`config.mk`:
```
export PLATFORM = sky130hd
export DESIGN_NAME = branch_redirect
export DESIGN_NICKNAME = d
export VERILOG_FILES = /design/src/rtl/branch_redirect.sv
export SDC_FILE = /design/constraint.sdc
export NUM_CORES = 1
export LEC_CHECK = 0
export CORE_ASPECT_RATIO = 0.75
export CORE_MARGIN = 2
export CORE_UTILIZATION = 35
export DETAILED_ROUTE_END_ITERATION = 10
export SLEW_MARGIN = 0
export SYNTH_ARGS = -nofsm -noshare
export SYNTH_HDL_FRONTEND = slang
export SYNTH_SLANG_ARGS = --single-unit
```
`constraint.sdc`:
```
create_clock -name clk -period 4.7 [get_ports clk]
set_input_delay 1.175 -clock clk [delete_from_list [all_inputs] [get_ports clk]]
set_output_delay 1.175 -clock clk [all_outputs]
set_load 0.005 [all_outputs]
```
`src/rtl/branch_redirect.sv`:
```
// Branch resolution and PC redirect controller.
// Evaluates the branch condition in EX, computes the redirect target, issues a
// redirect to the PC unit and then holds flush high while the squash completes.
// It also keeps saturating counters of accepted and taken branches.
module branch_redirect #(
  parameter int FLUSH_CYCLES = 2,
  parameter int CNT_W        = 16
) (
  input  logic             clk,
  input  logic             rst_n,
  input  logic             br_valid,
  input  logic [2:0]       br_type,
  input  logic [1:0]       zero,
  input  logic [31:0]      pc_plus4,
  input  logic [31:0]      imm,
  input  logic             pc_ack,
  output logic             busy,
  output logic             redirect_valid,
  output logic [31:0]      redirect_pc,
  output logic             flush,
  output logic [CNT_W-1:0] branch_cnt,
  output logic [CNT_W-1:0] taken_cnt
);

  // Branch type encodings
  localparam logic [2:0] BR_NONE = 3'b000;
  localparam logic [2:0] BR_BEQ  = 3'b001;
  localparam logic [2:0] BR_BNE  = 3'b010;
  localparam logic [2:0] BR_BLEZ = 3'b011;
  localparam logic [2:0] BR_BGTZ = 3'b100;
  localparam logic [2:0] BR_BLTZ = 3'b101;
  localparam logic [2:0] BR_BGEZ = 3'b110;
  localparam logic [2:0] BR_J    = 3'b111;

  // Comparator result encodings
  localparam logic [1:0] CMP_EQUAL = 2'b01;
  localparam logic [1:0] CMP_LT    = 2'b10;
  localparam logic [1:0] CMP_GT    = 2'b11;

  localparam logic [3:0] FLUSH_LOAD = 4'(FLUSH_CYCLES);

  typedef enum logic [1:0] {
    IDLE     = 2'd0,
    REDIRECT = 2'd1,
    FLUSH    = 2'd2
  } state_t;

  state_t      state, state_next;
  logic [3:0]  flush_cnt;
  logic        taken;
  logic        accept;
  logic [31:0] target;

  // Branch condition decode; DEFAULT comparator code never matches any case.
  always_comb begin
    // NOTE: every signal assigned in always_comb gets a default first so no latch is inferred.
    taken = 1'b0;
    case (br_type)
      BR_BEQ:  taken = (zero == CMP_EQUAL);
      BR_BNE:  taken = (zero == CMP_LT) || (zero == CMP_GT);
      BR_BLEZ: taken = (zero == CMP_EQUAL) || (zero == CMP_LT);
      BR_BGTZ: taken = (zero == CMP_GT);
      BR_BLTZ: taken = (zero == CMP_LT);
      BR_BGEZ: taken = (zero == CMP_EQUAL) || (zero == CMP_GT);
      BR_J:    taken = 1'b1;
      default: taken = 1'b0;
    endcase
  end

  // A branch is only considered while idle; anything presented while busy is dropped.
  assign accept = (state == IDLE) && br_valid && (br_type != BR_NONE);

  // Word offset added to PC+4; wraps silently modulo 2^32.
  assign target = pc_plus4 + (imm << 2);

  // State register
  always_ff @(posedge clk or negedge rst_n) begin
    // NOTE: sequential state uses non-blocking assignments so all flops update together at the edge.
    if (!rst_n) state <= IDLE;
    else        state <= state_next;
  end

  // Next-state logic: one transition per edge, FLUSH is never skipped
  always_comb begin
    state_next = state;
    case (state)
      IDLE:     if (accept && taken)      state_next = REDIRECT;
      REDIRECT: if (pc_ack)               state_next = FLUSH;
      FLUSH:    if (flush_cnt <= 4'd1)    state_next = IDLE;
      default:                            state_next = IDLE;
    endcase
  end

  // Output decode from registered state only
  always_comb begin
    redirect_valid = (state == REDIRECT);
    flush          = (state != IDLE);
    busy           = (state != IDLE);
  end

  // Flush counter: loaded when the PC unit accepts, counts down through FLUSH
  always_ff @(posedge clk or negedge rst_n) begin
    if (!rst_n) begin
      flush_cnt <= 4'd0;
    end else if (state == REDIRECT && pc_ack) begin
      flush_cnt <= FLUSH_LOAD;
    end else if (state == FLUSH && flush_cnt != 4'd0) begin
      flush_cnt <= flush_cnt - 4'd1;
    end
  end

  // Capture the target when a taken branch is accepted; held until the next one
  always_ff @(posedge clk or negedge rst_n) begin
    if (!rst_n)                redirect_pc <= 32'd0;
    else if (accept && taken)  redirect_pc <= target;
  end

  // Saturating branch statistics
  always_ff @(posedge clk or negedge rst_n) begin
    if (!rst_n) begin
      branch_cnt <= '0;
      taken_cnt  <= '0;
    end else if (accept) begin
      if (branch_cnt != '1)        branch_cnt <= branch_cnt + CNT_W'(1);
      if (taken && taken_cnt != '1) taken_cnt <= taken_cnt + CNT_W'(1);
    end
  end

endmodule
```
# ---- Word-level counts from Yosys, hierarchy flattened
# Cells that the tools add are included.
dict set report word_totals {
  ff_bits 70
  output_inout_bits 67
  inputBits 73
}
dict set report classes {
  n_lt_le_gt_ge 1
  reduce_logical 17
  eq_ne 17
  mux 7
  addsub 4
}
# cell count
set ops {}
lappend ops {{$add 16x1->16 const B} 2}
lappend ops {{$add 32x32->32} 1}
lappend ops {{$ne 16x16->1 const B} 2}
lappend ops {{$eq 3x3->1 const B} 4}
lappend ops {{$mux 4} 2}
lappend ops {{$pmux 1 s7} 1}
lappend ops {{$eq 2x2->1 const B} 3}
lappend ops {{$eq 3x2->1 const B} 2}
lappend ops {{$logic_and 1x1->1} 6}
lappend ops {{$mux 2} 3}
lappend ops {{$pmux 2 s3} 1}
lappend ops {{$eq 2x1->1 const B} 2}
lappend ops {{$le 4x1->1 const B} 1}
lappend ops {{$ne 2x2->1 const B} 2}
lappend ops {{$reduce_and 2->1} 2}
lappend ops {{$reduce_bool 2->1} 2}
lappend ops {{$reduce_bool 4->1} 1}
lappend ops {{$sub 4x1->4 const B} 1}
lappend ops {{$eq 3x1->1 const B} 1}
lappend ops {{$logic_or 1x1->1} 3}
lappend ops {{$reduce_and 3->1} 1}
lappend ops {{$reduce_bool 3->1} 1}
lappend ops {{$logic_not 2->1} 1}
lappend ops {{$ne 2x1->1 const B} 1}

# ---- Longest topological paths before layout
dict set report depth {
  depth_word 6
  depth_mapped 8
}

# ---- Worst setup path before layout
# OpenSTA, ideal clock, no wires.
dict set report synth_path {
  path_type {input-to-reg}
  startpoint {in pc_plus4[2]}
  endpoint {reg redirect_pc[30]}
  setup_time_ns 0.079
  arrival_time_ns 3.084
  stages 8
  required_time_ns 4.621
  slack_ns 1.536
  cell_sequence {ha_1 -> fa_1 -> a21oi_1 -> o211ai_1 -> a2111oi_2 -> o31ai_1 -> a41oi_1 -> mux2i_1}
}
dict set report synth_via {
  elab_chain_cells 1
}
# item line_no
set synth_rtl {}
lappend synth_rtl {{start, declared} 14} ;# input logic [31:0] pc_plus4,
lappend synth_rtl {{$add 32x32->32} 74} ;# assign target = pc_plus4 + (imm << 2);
lappend synth_rtl {{end signal, assigned} 115} ;# else if (accept && taken) redirect_pc <= target;
lappend synth_rtl {{end, declared} 19} ;# output logic [31:0] redirect_pc,
# Every way passes these cells.
# A chain may end at the register's enable or synchronous reset.

# ---- Worst setup path in the final report
# Ends and elaborated chain as after synthesis.

==> flow_summary_export.csv <==
group,metric,value,unit
clocking,htreeDepth,3,
timing,skew,0.00720,ns
global_route,first_global_vias,4333,
global_route,grt_overflow,0,
drt,wl_per_cell,15.6,um
critical_path,crit_path_start_kind,"input pin",
min_path,hold_class,"reg2reg",
timing,clock.fmax,0.275,GHz
logic_synthesis,muxShareOfSynthArea,0.687,%
flow_run,maxCapViolations,0,
timing,setup-violations-final,0,
clocking,cts_sinks,70,
finish,postLayoutCoreUtil,49.8,%
timing,worstMarginPinSlew,1.01,ns
logic_synthesis,synth_edf_count,0,
place,place_congestion,0.901,
logic_synthesis,synth_fa_ha_area_share,9.14,%
logic_synthesis,synth.top_cells.by_area,"dfrtp_1 (37%), ha_1 (8.7%), xnor2_1 (5.7%)",
clocking,cts_buffers,9,
pwr,vdd_ir_drop_max,0.246,mV
die,chipWidth,138,um
global_route,grt_pass1_wl,21400,um
drt,ant_nets,0,
place,dp_hpwl,9970,um
logic_synthesis,netlist_area,4740,um2
drt,drt_iter0_drc,237,
logic_synthesis,syn_inst,530,
critical_path,critPathMaxFanout,3,
die,io_pins,140,
critical_path,cp_data_arrival_time,3.90,ns
drt,routed_wl,13000,um
finish,layout_commonest_cell,"clkdlybuf4s50_1",
drt,drtPass1Iterations,4,
clocking,cts-root-buf,"clkbuf_16",
logic_synthesis,yosysTopAreaCellShare,37.0,%
finish,final_cell_mix,"clkdlybuf4s50_1 (136), dfrtp_1 (70), nand2_1 (67)",
logic_synthesis,synthFlopType,"dfrtp_1",
die,fp.dieH,105,um
global_route,grt_max_degree,71,
finish,syn_to_final_growth,37.9,%
logic_synthesis,synth_nets,637,
global_route,track_usage,18.0,%
logic_synthesis,yosys.area.top_type,"dfrtp_1",
drt,viasPerCell,5.32,
clocking,clock_latency,0.33,ns
clocking,cts_tree,"built",
finish,fin_nets,766,
timing,slew_violations,0,
place,numPortBuffers,137,
clocking,clock_path_buffers,2,
drt,drc,0,
clocking,ctsHoldBuffers,0,
finish,fin_cells,835,
timing,period_share,77.4,%
critical_path,crit_path_end_kind,"flop",
finish,n_antenna_cell,0,
logic_synthesis,synth_top_family_by_area,"simple AND/OR/NAND/NOR gates",
run_status,status,"complete, no violations",
die,die-area,14500,um2
logic_synthesis,yosys.area_share.simple,20.4,%
timing,fin_crit,3.64,ns
logic_synthesis,ys_seq_area_share,37.0,%
die,row_count,36,
pwr,p_leak,2.73,nW
timing,fin_setup_tns,0,ns
clocking,cts_resized,0,
timing,rsz0062_at_grt,"no",
finish,drive_above_1_share,6.02,%
die,initial_utilization,36.1,%
timing,holdWs,0.473,ns
logic_synthesis,synth-xor-area-share,8.87,%
critical_path,worstSetupPathType,"in2reg",
clocking,clk_pin_slew,0.06,ns
die,core_region_area,13100,um2
logic_synthesis,synth-compound-area-share,20.4,%
timing,hold_viol,0,
pwr,p_per_area,418,nW/um2
logic_synthesis,ys_types,63,
logic_synthesis,yosys_warnings,0,
pwr,power,2.73,mW
global_route,antenna_found_initial,0,
logic_synthesis,avgSynthCellArea,8.94,um2
critical_path,critPathRequiredTime,4.96,ns
place,dp.cells,819,
logic_synthesis,async_flop_share,100,%
timing,max_slew_margin,32.8,%
logic_synthesis,ys_ff_latch,70,
drt,vias,4446,
clocking,postCtsSetupBuffers,0,
-- metal layers --
metal  vias up  share of wire [%]  track usage, %  wire length (um)
met5         -                  0               0                 0
li1       2193                  -               -                 -
met4         0                1.2            5.10               158
met3        21                5.7            4.54               739
met1      2102                 50            25.3              6530
met2       130                 43            27.4              5620
-- area by class of cell --
cell class	count	area (um2)
multi-input combinational	427	2830
fill	1236	6570
clock inverter	6	61.3
inverter	10	37.5
sequential	70	1750
clock buffer	10	229
tap	171	214
timing repair buffer	141	1410
-- power breakdown --
part / leakage, nW / switching, mW / internal [mW] / total (mW)
Sequential: 0.901 / 0.160 / 0.802 / 0.963
Combinational: 1.69 / 0.476 / 0.620 / 1.10
Clock: 0.143 / 0.261 / 0.410 / 0.670
Total: 2.73 / 0.897 / 1.83 / 2.73
-- cell usage after synthesis (2+ instances only) --
master     number
a2111oi_2       2
a211oi_1        2
a21boi_0        2
a21o_1         10
a21oi_1        41
a22oi_1         2
a31o_2          2
a31oi_1         3
a41oi_1         2
and2_1          4
and3_1          8
and4_1          2
buf_2           5
buf_4           2
clkbuf_1       13
clkbuf_8        2
dfrtp_1        70
ha_1           33
inv_1          10
mux2_2          2
nand2_1        67
nand3_1        30
nand3b_1        2
nand4_1        15
nor2_1         34
nor2b_1         2
nor3_1         10
nor4_1          5
o2111a_1        2
o2111ai_1       3
o211ai_1        7
o21a_1          8
o21ai_0        37
o21bai_1        4
o311ai_0        3
o31ai_1         6
or2_2           2
or3_1           5
xnor2_1        31
xor2_1         17
-- state kept, by name, summed over array words and instances (netlist names) --
| name | count |
|---|---|
| taken_cnt | 16 |
| flush_cnt | 4 |
| branch_cnt | 16 |
| redirect_pc | 32 |
| state | 2 |
-- per-stage QoR --
step,setup slack [ns],cell area (um2)
6_report,1.06,6530
5_1_grt,0.868,6530
3_3_place_gp,0.838,6240
3_5_place_dp,0.772,6240
2_1_floorplan,1.54,4740
4_1_cts,1.13,6530
-- critical path, stage by stage --
cell and delay [ns]:
clkdlybuf4s50_1 0.40, ha_1 0.23, fa_1 0.41, a21oi_1 0.27, o211ai_1 0.22, a2111oi_2 0.47
o31ai_1 0.23, a41oi_1 0.28, mux2i_1 0.21
-- final timing paths --
| check | end | from | cells past startpoint | slack [ns] |
|---|---|---|---|---|
| max in group asynchronous | branch_cnt[13]$_DFFE_PN0P_ | rst_n | 1 | 3.11 |
| max | redirect_pc[30]$_DFFE_PN0P_ | pc_plus4[2] | 9 | 1.06 |
| min in group asynchronous | redirect_pc[19]$_DFFE_PN0P_ | rst_n | 1 | 0.96 |
| min | redirect_pc[1]$_DFFE_PN0P_ | redirect_pc[1]$_DFFE_PN0P_ | 2 | 0.47 |
| min reg2reg | redirect_pc[1]$_DFFE_PN0P_ | redirect_pc[1]$_DFFE_PN0P_ | 2 | 0.47 |
| max reg2reg | redirect_pc[29]$_DFFE_PN0P_ | state[1]$_DFFE_PN0P_ | 8 | 2.22 |
-- cell families (layout without fill, tap and decap cells) --
| group | count (synthesis) | count (layout) |
|---|---|---|
| buffers and inverters | 33 | 167 |
| AOI/OAI and AO/OA | 145 | 145 |
| muxes | 3 | 3 |
| and+or+nand+nor | 197 | 197 |
| xor gates and xnor gates | 48 | 48 |
| adders and majority gates | 34 | 34 |
| DFF | 70 | 70 |
Power figures use the tool's default switching activity.
